<file path="config.mk">
export PLATFORM = sky130hd
export DESIGN_NAME = synchronous_two_output_demultiplexer
export DESIGN_NICKNAME = d
export VERILOG_FILES = /design/src/rtl/synchronous_two_output_demultiplexer.sv
export SDC_FILE = /design/constraint.sdc
export NUM_CORES = 1
export LEC_CHECK = 0
export ABC_AREA = 1
export CORE_UTILIZATION = 57
export CTS_CLUSTER_SIZE = 24
export DETAILED_ROUTE_END_ITERATION = 8
export PLACE_DENSITY = 0.86
export SYNTH_ARGS = -nofsm -noshare
export SYNTH_HDL_FRONTEND = slang
export SYNTH_SLANG_ARGS = --single-unit
</file>
<file path="constraint.sdc">
create_clock -name clk -period 6 [get_ports clk]
set_clock_uncertainty 0.2 [all_clocks]
set_input_delay 1.2 -clock clk [delete_from_list [all_inputs] [get_ports clk]]
set_output_delay 1.2 -clock clk [all_outputs]
set_load 0.005 [all_outputs]
</file>
<file path="src/rtl/synchronous_two_output_demultiplexer.sv">
// Routes each accepted input word to one of two outputs, each path buffered by
// an independent 2-entry FIFO with valid/ready handshakes on both sides.
module synchronous_two_output_demultiplexer #(
  parameter int unsigned WIDTH = 16
) (
  input  logic             clk,
  input  logic             reset,
  input  logic             select,
  input  logic [WIDTH-1:0] in_data,
  input  logic             in_valid,
  output logic             in_ready,
  output logic [WIDTH-1:0] out0_data,
  output logic             out0_valid,
  input  logic             out0_ready,
  output logic [WIDTH-1:0] out1_data,
  output logic             out1_valid,
  input  logic             out1_ready
);

  logic [WIDTH-1:0] mem_q [2][2];
  logic [1:0]       cnt_q [2];
  logic             rd_q  [2];
  logic             wr_q  [2];
  logic [1:0]       push;
  logic [1:0]       pop;

  // Readiness depends only on the selected path's fill level, never on the
  // downstream ready, so a full path stays blocked even while it drains.
  always_comb begin
    in_ready = select ? (cnt_q[1] != 2'd2) : (cnt_q[0] != 2'd2);
    push[0]  = in_valid & in_ready & ~select;
    push[1]  = in_valid & in_ready & select;
    pop[0]   = out0_valid & out0_ready;
    pop[1]   = out1_valid & out1_ready;
  end

  assign out0_valid = (cnt_q[0] != 2'd0);
  assign out1_valid = (cnt_q[1] != 2'd0);
  assign out0_data  = mem_q[0][rd_q[0]];
  assign out1_data  = mem_q[1][rd_q[1]];

  always_ff @(posedge clk or posedge reset) begin
    if (reset) begin
      for (int p = 0; p < 2; p++) begin
        cnt_q[p]    <= 2'd0;
        rd_q[p]     <= 1'b0;
        wr_q[p]     <= 1'b0;
        mem_q[p][0] <= '0;
        mem_q[p][1] <= '0;
      end
    end else begin
      for (int p = 0; p < 2; p++) begin
        if (push[p]) begin
          mem_q[p][wr_q[p]] <= in_data;
          wr_q[p]           <= ~wr_q[p];
        end
        if (pop[p]) begin
          rd_q[p] <= ~rd_q[p];
        end
        unique case ({push[p], pop[p]})
          2'b10:   cnt_q[p] <= cnt_q[p] + 2'd1;
          2'b01:   cnt_q[p] <= cnt_q[p] - 2'd1;
          default: cnt_q[p] <= cnt_q[p];
        endcase
      end
    end
  end

endmodule

</file>
==> reports/results.ini <==
[setup_path]
path_class=in -> out
crit_family=buffers and inverters
crit_arrival_ps=2530
rr_endpoint=mem_q[32]$_DFFE_PP0P_
cp_slowest_cell=clkdlybuf4s50_1
path_cells=clkdlybuf4s50_1, nand3_2, o21ai_0, inv_1, clkdlybuf4s50_1
r2r_cells=4
crit_buf_inv=3
cp.required_ps=4600
cp-start-kind=primary input
critPathMaxFanout=4
max_stage_delay_ps=560
cp_num_cells=5
worstReg2RegStart=wr_q[1]$_DFFE_PP0N_
crit_path_end_kind=output port
crit_top_cell=clkdlybuf4s50_1
ff2ff_setup_slack_ps=3530

[detailed_routing]
avgViaCountPerCell=5.10
drc_errors=0
wirelength_um=7200
detail_route.wl_per_cell_um=13.3
first_iter_violations=244
drt-pass1-iter-count=4
ant_nets=0
vias=2769

[synth]
yosys_warnings=0
syn_area_per_cell_sq_um=8.29
synth_top_cell_by_area=dfrtp_1
synth_async_sr_flop_share_pct=100
ys_top_cells_by_count=nand2_1 (148), dfrtp_1 (72), o21ai_0 (63)
synth_edf_count=0
post-synth-top-count-cell=nand2_1
synthTopCellsByArea=dfrtp_1 (52%), nand2_1 (16%), o21ai_0 (9.0%)
ys_seq_area_share_pct=51.6
ys.flop_type=dfrtp_1
synthesis.nets=445
synth_top_area_share_pct=51.6
synth_cell_types=23
syn_area_sq_mm=0.00349
ys_ff_latch=72
synth_cells=421

[floorplanning]
initial_core_util_pct=59.0
die_h_um=80.3
dieWidth_um=80.3
row_count=28
io_pins=57
die_area_sq_mm=0.00644
core-area_sq_mm=0.00592

[sta]
final-setup-viol-count=0
fmax_mhz=255
final.period_utilization_pct=65.5
max_slew_margin_pct=32.1
period_minus_slack_ps=3930
slew_viol_final=0
fin_tns_setup_ps=0
rsz0062_at_grt=false
hold_violations=0
tightest_slew_ps=1020

[placed_design]
dp.cells=530
io_buffers=56
postPlaceCellArea_sq_mm=0.00402
gp_congestion=0.830
dpl.hpwl_um=4650

[clock_network]
cts_made_buffers=9
cts_setup_buffers=0
clkSlewWorstSetupHoldPaths_ps=70
clock_latency_ps=350
ctsLongestPathBuffers=2
cts.sinks=72
holdBufCountCts=0
cts_tree=built
cts_root_buffer=clkbuf_8
htreeDepth=3
post_cts_resized=0

[run_status]
outcome=finished, final reports clean

[layout]
syn2layout_area_growth_pct=20.2
num-nets-final=490
fillers=455
antenna_cells=0
final_area_sq_mm=0.00420
drive_gt1_share_pct=5.34
final_cells=543

[grt]
grt-ovfl-total=0
first_global_vias=2667
antenna_found_initial=0
grt_use_total_pct=24.9
grt_max_degree=73
grt_pass1_wl_um=12000

[pwr]
pwr_density_cell_mw_per_mm2=530
power_mw=2.23
p_leak_nw=2.02
irDropWorstVdd_uv=261

[worst_hold_path]
hold_start=mem_q[4]$_DFFE_PP0P_
hp-class=reg -> reg
worstHoldPathCells=2
hold_path_end=mem_q[4]$_DFFE_PP0P_

[run]
drv_cap=0

[sequential cells by signal, indices dropped and copies added, names as in the netlist]
register,count
mem_q,64
rd_q,2
cnt_q,4
wr_q,2
[cell usage in the layout (no fill, tap or decap), drive strengths merged]
| cell | Yosys | layout |
|---|---|---|
| a21oi | 2 | 2 |
| dfrtp | 72 | 72 |
| nand3 | 2 | 2 |
| xnor2 | 4 | 4 |
| buf | 13 | 1 |
| clkinv | 1 | 1 |
| ha | 2 | 2 |
| xor2 | 4 | 4 |
| clkbuf | 10 | 13 |
| clkdlybuf4s50 | 0 | 56 |
| nand2 | 149 | 149 |
| o21bai | 32 | 32 |
| inv | 58 | 58 |
| nor2 | 4 | 4 |
| nand4 | 1 | 1 |
| o21ai | 67 | 67 |
[stage by stage]
| stage | setup slack [ps] | utilization (%) | hold WS, ps |
|---|---|---|---|
| final | 2070 | 70.9 | 296 |
| after global routing | 1990 | 70.9 | 322 |
| after CTS | 2070 | 70.9 | 291 |
| after detailed placement | 2070 | 67.9 | 275 |
| after global placement | 2140 | 67.9 | 262 |
| after floorplan | 2780 | - | 246 |
[per-layer routing]
layer	wire length (um)	track usage, %
met5	0	0
met1	3210	33.9
met3	491	6.59
met2	3460	39.2
met4	43	6.96
[where the power goes]
group          leakage (nW)  switching, mW  internal [mW]
Combinational          1.04          0.452          0.516
Clock                0.0935          0.165          0.189
Sequential            0.879          0.178          0.726
[layout make-up]
| type | instances | area [sq um] | share of cell area [%] |
|---|---|---|---|
| timing repair buffer | 57 | 568 | 13.5 |
| inverter | 59 | 221 | 5.28 |
| multi-input combinational | 267 | 1330 | 31.8 |
| sequential | 72 | 1800 | 42.9 |
| clock buffer | 13 | 179 | 4.26 |
| tap | 75 | 93.8 | 2.24 |
[worst min-delay path, stage by stage (launching register included)]
cell     delay, ps
dfrtp_1        350
o21ai_1         60
nand2_1         50
[how the worst max path moves through the flow]
| stage | startpoint | end | slack [ps] |
|---|---|---|---|
| 6_report | select | in_ready | 2070 |
| 5_1_grt | select | in_ready | 1990 |
| 4_1_cts | select | in_ready | 2070 |
| 3_5_place_dp | select | in_ready | 2070 |
| 3_3_place_gp | select | in_ready | 2140 |
| 2_1_floorplan | reset | cnt_q[0]$_DFFE_PP0P_ | 2780 |
[logic make-up after synthesis]
family          after synthesis  synth area share, %
simple gates                156                 18.7
compound gates              101                 16.8
buf+inv                      82                 10.2
flops                        72                 51.6
xor+xnor                      8                 2.01
fa+ha+maj                     2                0.717
Power figures use the tool's default switching activity.
